**src/rtl/mem_responder_pkg.sv**
```systemverilog
// mem_responder_pkg: mem_op encodings, MMIO addresses and STATUS bit positions
package mem_responder_pkg;
  localparam logic [1:0] MEM_NONE  = 2'b00;
  localparam logic [1:0] MEM_READ  = 2'b01;
  localparam logic [1:0] MEM_WRITE = 2'b10;
  localparam logic [15:0] ADDR_TXDATA = 16'hFF00;
  localparam logic [15:0] ADDR_STATUS = 16'hFF01;
  localparam logic [15:0] ADDR_RXDATA = 16'hFF02;
  localparam int ST_TX_FULL  = 0;
  localparam int ST_RX_EMPTY = 1;
  localparam int ST_TX_OVF   = 2;
  localparam int ST_RX_UNF   = 3;
endpackage

```
**src/rtl/mem_responder_sync_fifo.sv**
```systemverilog
// sync_fifo: single-clock FIFO with guarded push/pop; head reads 0 while empty
module sync_fifo #(
  parameter int W  = 16,
  parameter int AW = 2
) (
  input  logic         clk,
  input  logic         reset,
  input  logic         push,
  input  logic         pop,
  input  logic [W-1:0] din,
  output logic [W-1:0] dout,
  output logic         full,
  output logic         empty,
  output logic [AW:0]  count
);
  localparam logic [AW:0] DEPTH = {1'b1, {AW{1'b0}}};
  logic [W-1:0] mem [2**AW];
  logic [AW-1:0] wr_ptr, rd_ptr;
  logic do_push, do_pop;
  assign full    = count == DEPTH;
  assign empty   = count == '0;
  assign do_push = push && !full;
  assign do_pop  = pop && !empty;
  assign dout    = empty ? '0 : mem[rd_ptr];
  always_ff @(posedge clk or posedge reset)
    if (reset) begin
      wr_ptr <= '0;
      rd_ptr <= '0;
      count  <= '0;
    end else begin
      if (do_push) wr_ptr <= wr_ptr + 1'b1;
      if (do_pop) rd_ptr <= rd_ptr + 1'b1;
      count <= count + {{AW{1'b0}}, do_push} - {{AW{1'b0}}, do_pop};
    end
  always_ff @(posedge clk)
    if (do_push) mem[wr_ptr] <= din;
endmodule

```
**src/rtl/mem_responder.sv**
```systemverilog
// mem_responder: MEM-stage word RAM plus TX/RX FIFO MMIO window.
// RX FIFO is built only when MEM_RESPONDER_RX_EN is defined.
module mem_responder
  import mem_responder_pkg::*;
#(
  parameter int RAM_AW  = 8,
  parameter int FIFO_AW = 2
) (
  input  logic        clk,
  input  logic        reset,
  input  logic [15:0] address,
  input  logic [15:0] write_data,
  input  logic [1:0]  mem_op,
  output logic [15:0] read_data,
  output logic [15:0] io_out_data,
  output logic        io_out_valid,
  input  logic        io_out_ready,
  input  logic [15:0] io_in_data,
  input  logic        io_in_valid,
  output logic        io_in_ready
);
  logic [15:0] ram [2**RAM_AW];
  logic is_ram, rd, wr, tx_push, tx_full, tx_empty, rx_pop, rx_empty, clr, tx_ovf, rx_unf;
  logic [15:0] rx_head, status;
  logic [FIFO_AW:0] tx_count_unused;
  assign is_ram  = 32'(address) < (32'd1 << RAM_AW);
  assign rd      = mem_op == MEM_READ;
  assign wr      = mem_op == MEM_WRITE;
  assign tx_push = wr && address == ADDR_TXDATA;
  assign rx_pop  = rd && address == ADDR_RXDATA;
  assign clr     = wr && address == ADDR_STATUS;
  assign io_out_valid = !tx_empty;
  sync_fifo #(.W(16), .AW(FIFO_AW)) u_tx (
    .clk, .reset, .push(tx_push), .pop(io_out_valid && io_out_ready), .din(write_data),
    .dout(io_out_data), .full(tx_full), .empty(tx_empty), .count(tx_count_unused)
  );
`ifdef MEM_RESPONDER_RX_EN
  logic rx_full;
  logic [FIFO_AW:0] rx_count_unused;
  assign io_in_ready = !rx_full;
  sync_fifo #(.W(16), .AW(FIFO_AW)) u_rx (
    .clk, .reset, .push(io_in_valid && io_in_ready), .pop(rx_pop), .din(io_in_data),
    .dout(rx_head), .full(rx_full), .empty(rx_empty), .count(rx_count_unused)
  );
`else
  logic unused_rx;
  assign unused_rx   = ^{io_in_data, io_in_valid};
  assign io_in_ready = 1'b0;
  assign rx_empty    = 1'b1;
  assign rx_head     = '0;
`endif
  always_ff @(posedge clk)
    if (wr && is_ram) ram[address[RAM_AW-1:0]] <= write_data;
  // a set in the same cycle as a STATUS write wins over the clear
  always_ff @(posedge clk or posedge reset)
    if (reset) begin
      tx_ovf <= 1'b0;
      rx_unf <= 1'b0;
    end else begin
      tx_ovf <= (tx_push && tx_full) || (tx_ovf && !clr);
      rx_unf <= (rx_pop && rx_empty) || (rx_unf && !clr);
    end
  always_comb begin
    status = '0;
    status[ST_TX_FULL]  = tx_full;
    status[ST_RX_EMPTY] = rx_empty;
    status[ST_TX_OVF]   = tx_ovf;
    status[ST_RX_UNF]   = rx_unf;
  end
  assign read_data = !rd ? '0 :
                     is_ram ? ram[address[RAM_AW-1:0]] :
                     address == ADDR_STATUS ? status :
                     address == ADDR_RXDATA ? rx_head : '0;
endmodule

```
**config.mk**
```make
export PLATFORM = sky130hd
export DESIGN_NAME = mem_responder
export DESIGN_NICKNAME = d
export VERILOG_FILES = /design/src/rtl/mem_responder_pkg.sv /design/src/rtl/mem_responder_sync_fifo.sv /design/src/rtl/mem_responder.sv
export SDC_FILE = /design/constraint.sdc
export NUM_CORES = 2
export LEC_CHECK = 0
export CORE_ASPECT_RATIO = 2
export CORE_UTILIZATION = 41
export CTS_BUF_LIST = sky130_fd_sc_hd__clkbuf_8
export CTS_CLUSTER_DIAMETER = 30
export DETAILED_ROUTE_END_ITERATION = 7
export PLACE_DENSITY = 0.61
export REMOVE_ABC_BUFFERS = 1
export SETUP_SLACK_MARGIN = 0.15
export SLEW_MARGIN = 20
export SYNTH_ARGS = -nofsm -noshare
export SYNTH_HDL_FRONTEND = slang
export SYNTH_MEMORY_MAX_BITS = 65536
export SYNTH_SLANG_ARGS = --single-unit
```
**constraint.sdc**
```tcl
create_clock -name clk -period 4.4 [get_ports clk]
set_input_delay 1.1 -clock clk [delete_from_list [all_inputs] [get_ports clk]]
set_output_delay 1.1 -clock clk [all_outputs]
set_load 0.005 [all_outputs]
```
==> run_summary.xml <==
<?xml version="1.0" encoding="UTF-8"?>
<metrics>
  <group name="sta">
    <metric name="worst_pin_slew" unit="ps">1290</metric>
    <metric name="final-hold-violation-count" unit="">0</metric>
    <metric name="max-slew-margin-rel" unit="">0.141</metric>
    <metric name="final_period_util" unit="">1.29</metric>
    <metric name="report.final.setup_viol" unit="">16</metric>
    <metric name="rsz_0062_raised_after_global_routing" unit="">true</metric>
    <metric name="maxSlewViolCount" unit="">0</metric>
    <metric name="fmax" unit="MHz">176</metric>
    <metric name="fin_worst_skew" unit="ps">18.7</metric>
    <metric name="final.setup.worst_slack" unit="ps">-1290</metric>
    <metric name="time_the_final_worst_path_needs_with_i_o_delays_and_setup" unit="ps">5690</metric>
  </group>
  <group name="min_path">
    <metric name="min_to" unit="">ram[110][12]</metric>
    <metric name="hold_class" unit="">input port to flip-flop</metric>
    <metric name="min-delay-start" unit="">write_data[12]</metric>
    <metric name="holdPathStages" unit="">1</metric>
  </group>
  <group name="placed_design">
    <metric name="post-dp-hpwl" unit="µm">341000</metric>
    <metric name="place_congestion" unit="">0.974</metric>
    <metric name="area_after_dpl" unit="µm²">179000</metric>
    <metric name="portBuffers" unit="">69</metric>
  </group>
  <group name="grt">
    <metric name="grt_antenna_before_repair" unit="">25</metric>
    <metric name="pin_count_of_the_biggest_net_entering_global_routing" unit="">125</metric>
    <metric name="groute.usage.overall" unit="">0.256</metric>
    <metric name="wire_length_of_the_first_global_routing_pass" unit="µm">697000</metric>
    <metric name="grt_pass1_vias" unit="">87900</metric>
    <metric name="grt-ovfl-total" unit="">0</metric>
  </group>
  <group name="synthesis">
    <metric name="netlist.top_cell.by_area" unit="">edfxtp_1</metric>
    <metric name="synth_top_cells_by_count" unit="">4160 x edfxtp_1, 1068 x mux4_2, 314 x nor2_1, 269 x mux2i_1, 200 x nand2_1</metric>
    <metric name="ys_top_cells_by_area" unit="">edfxtp_1 78%, mux4_2 15%, mux2i_1 1.7%</metric>
    <metric name="synth-compound-area-share" unit="">0.0184</metric>
    <metric name="number_of_flops_mapped_to_enable_cells_by_yosys" unit="">4160</metric>
    <metric name="synth-seq-cells" unit="">4169</metric>
    <metric name="synth_async_sr_flop_share" unit="">0.00216</metric>
    <metric name="synthAdderAreaFrac" unit="">0.000593</metric>
    <metric name="postSynthAreaPerCell" unit="µm²">22.7</metric>
    <metric name="synth_most_common_cell" unit="">edfxtp_1</metric>
    <metric name="synth-main-ff-cell" unit="">edfxtp_1</metric>
    <metric name="ys_warn_count" unit="">0</metric>
    <metric name="synthDistinctLibCells" unit="">69</metric>
    <metric name="main_combinational_cell_family_by_area_after_synthesis" unit="">multiplexers</metric>
    <metric name="syn_area" unit="µm²">160000</metric>
    <metric name="syn-instance-count" unit="">7062</metric>
    <metric name="synth-xor-area-share" unit="">0.000273</metric>
    <metric name="synth_top_area_frac" unit="">0.779</metric>
    <metric name="muxShareOfSynthArea" unit="">0.168</metric>
    <metric name="synth_sequential_area_ratio" unit="">0.780</metric>
    <metric name="post_synth_and_or_nand_nor_area_fraction" unit="">0.0193</metric>
  </group>
  <group name="clocking">
    <metric name="clkTransAtPathRegs" unit="ps">60</metric>
    <metric name="cts_max_level" unit="">6</metric>
    <metric name="tritoncts" unit="">built</metric>
    <metric name="clk-insertion-delay-late" unit="ps">1090</metric>
    <metric name="clockBufferDepth" unit="">4</metric>
    <metric name="cts_buffers" unit="">562</metric>
    <metric name="cts.sink_count" unit="">4169</metric>
    <metric name="clk_root_buffer_cell" unit="">clkbuf_8</metric>
  </group>
  <group name="worst_setup_path">
    <metric name="timing.critical_path.from" unit="">address[1]</metric>
    <metric name="crit_slowest_cell" unit="">mux4_2</metric>
    <metric name="worst_path_arrival" unit="ps">4590</metric>
    <metric name="critical_path.endpoint_type" unit="">primary output</metric>
    <metric name="cp-start-kind" unit="">input port</metric>
    <metric name="reg2reg_depth" unit="">9</metric>
    <metric name="crit_type" unit="">input port to primary output</metric>
    <metric name="reg2reg_setup_slack" unit="ps">1730</metric>
    <metric name="cp_slowest_stage_delay" unit="ps">630</metric>
    <metric name="crit_chain" unit="">buf_16, buf_8, buf_12, buf_4, mux4_2, mux4_2, a221oi_2, nand4_1, buf_12, nor3_4, nor2_4, buf_2</metric>
    <metric name="timing.rr.end" unit="">u_tx.count[2]</metric>
    <metric name="crit_path_max_fanout" unit="">18</metric>
    <metric name="crit-reg2reg-launch" unit="">u_tx.count[1]</metric>
    <metric name="worst_ep_required_time" unit="ps">3300</metric>
  </group>
  <group name="die">
    <metric name="die_height" unit="µm">887</metric>
    <metric name="die_ar" unit="µm²">394000</metric>
    <metric name="boundaryPins" unit="">88</metric>
    <metric name="die_w" unit="µm">444</metric>
    <metric name="start_util" unit="">0.412</metric>
    <metric name="num_rows" unit="">324</metric>
    <metric name="core_area" unit="µm²">389000</metric>
  </group>
  <group name="drt">
    <metric name="drt_iter0_markers" unit="">9705</metric>
    <metric name="drt-vias-per-instance" unit="">5.93</metric>
    <metric name="via_count" unit="">84500</metric>
    <metric name="drtAntennaViolNets" unit="">0</metric>
    <metric name="routed_wirelength" unit="µm">510000</metric>
    <metric name="drt_first_pass_iters" unit="">5</metric>
    <metric name="drcViolationCount" unit="">0</metric>
    <metric name="avgRoutedWirePerCell" unit="µm">35.8</metric>
  </group>
  <group name="finish">
    <metric name="final_design_area_no_fill" unit="µm²">193000</metric>
    <metric name="area.growth.synth_to_final" unit="%">20.2</metric>
    <metric name="num-nets-final" unit="">8842</metric>
    <metric name="layout_cell_share_with_drive_strength_beyond_1" unit="">0.401</metric>
    <metric name="fillers" unit="">30900</metric>
  </group>
  <group name="pwr">
    <metric name="power_leakage" unit="nW">62.7</metric>
    <metric name="vdd_drop_max" unit="mV">0.217</metric>
    <metric name="power.total" unit="mW">78.3</metric>
    <metric name="powerDensity" unit="nW/µm²">406</metric>
  </group>
  <group name="status">
    <metric name="violated_checks" unit="">setup timing</metric>
    <metric name="outcome" unit="">finished with violations</metric>
  </group>
  <group name="run">
    <metric name="drv_cap" unit="">0</metric>
  </group>
</metrics>
metrics by stage:
step	TNS, ps	cells	setup WS (ps)	util	hold WS (ps)
2_1_floorplan	-3973130	6659	-4580	-	452
3_3_place_gp	-29920	13100	-2670	0.459	471
3_5_place_dp	-28920	13100	-2390	0.459	483
4_1_cts	-15400	14200	-1220	0.493	361
5_1_grt	-16290	14200	-1220	0.495	410
6_report	-16480	14300	-1290	0.495	414
worst max-delay path: cells and delay by family:
family	cells	cell delay [ps]
AO/OA/AOI/OAI	1	290
multiplexers	2	970
buffers and inverters	6	1270
AND/OR/NAND/NOR	3	890
sequential cells by signal, summed over array words and instances, names as in the netlist:
| name | cells |
|---|---|
| u_tx.wr_ptr | 2 |
| u_tx.rd_ptr | 2 |
| ram | 4096 |
| tx_ovf | 1 |
| rx_unf | 1 |
| u_tx.count | 3 |
| u_tx.mem | 64 |
layer usage:
metal / routed length [µm] / vias up / global-route usage
met5: 118 / - / 0
met4: 48800 / 18 / 0.211
met3: 36000 / 1427 / 0.0448
met2: 263000 / 4361 / 0.447
met1: 162000 / 45200 / 0.269
li1: - / 33500 / -
layout make-up:
| class | count | area (µm²) | area share |
|---|---|---|---|
| Antenna cell | 9 | 22.5 | 0.000117 |
| Clock buffer | 585 | 8050 | 0.0418 |
| Clock inverter | 386 | 2360 | 0.0123 |
| Inverter | 12 | 55.1 | 0.000286 |
| Multi-Input combinational cell | 2478 | 35000 | 0.181 |
| Sequential cell | 4169 | 125000 | 0.649 |
| Tap cell | 5053 | 6320 | 0.0328 |
| Timing Repair Buffer | 1558 | 15800 | 0.0822 |
power by group:
group          switching [mW]  internal (mW)  total [mW]
sequential             0.0510           43.7        43.7
combinational            3.50           2.61        6.11
clock                    14.7           13.7        28.4
total                    18.3           60.0        78.3
logic make-up after synthesis:
| logic type | count (synthesis) |
|---|---|
| DFF | 4169 |
| xor gates and xnor gates | 5 |
| AOI/OAI and AO/OA | 403 |
| other | 1 |
| and+or+nand+nor | 710 |
| adders and majority gates | 7 |
| buffers and inverters | 415 |
| muxes | 1352 |
placed cells by master, fill, tap and decap left out, drive strengths merged, types with 40 or more instances in the layout:
| master | count |
|---|---|
| nand2 | 200 |
| nand3 | 60 |
| clkbuf | 601 |
| a21oi | 40 |
| buf | 1510 |
| mux4 | 1068 |
| nor2 | 316 |
| a22oi | 69 |
| clkinv | 177 |
| a32oi | 52 |
| mux2i | 269 |
| o22ai | 59 |
| inv | 172 |
| edfxtp | 4160 |
how the worst max path moves through the flow:
| stage | depth (start not counted) | end | slack [ps] |
|---|---|---|---|
| after floorplan | 7 | read_data[2] | -4580 |
| after global placement | 12 | read_data[14] | -2670 |
| after detailed placement | 12 | read_data[14] | -2390 |
| after CTS | 13 | read_data[11] | -1220 |
| after global routing | 12 | read_data[11] | -1220 |
| final | 12 | read_data[11] | -1290 |
repair_timing:
item / in CTS / in global routing
gates resized for setup: 387 / 104
setup endpoints to repair: 16 / 16
cloned: 11 / 2
pin swaps: 64 / 51
hold buffers: 0 / 0
buffers inserted: 86 / 41
(Power assumes the default switching activity.)
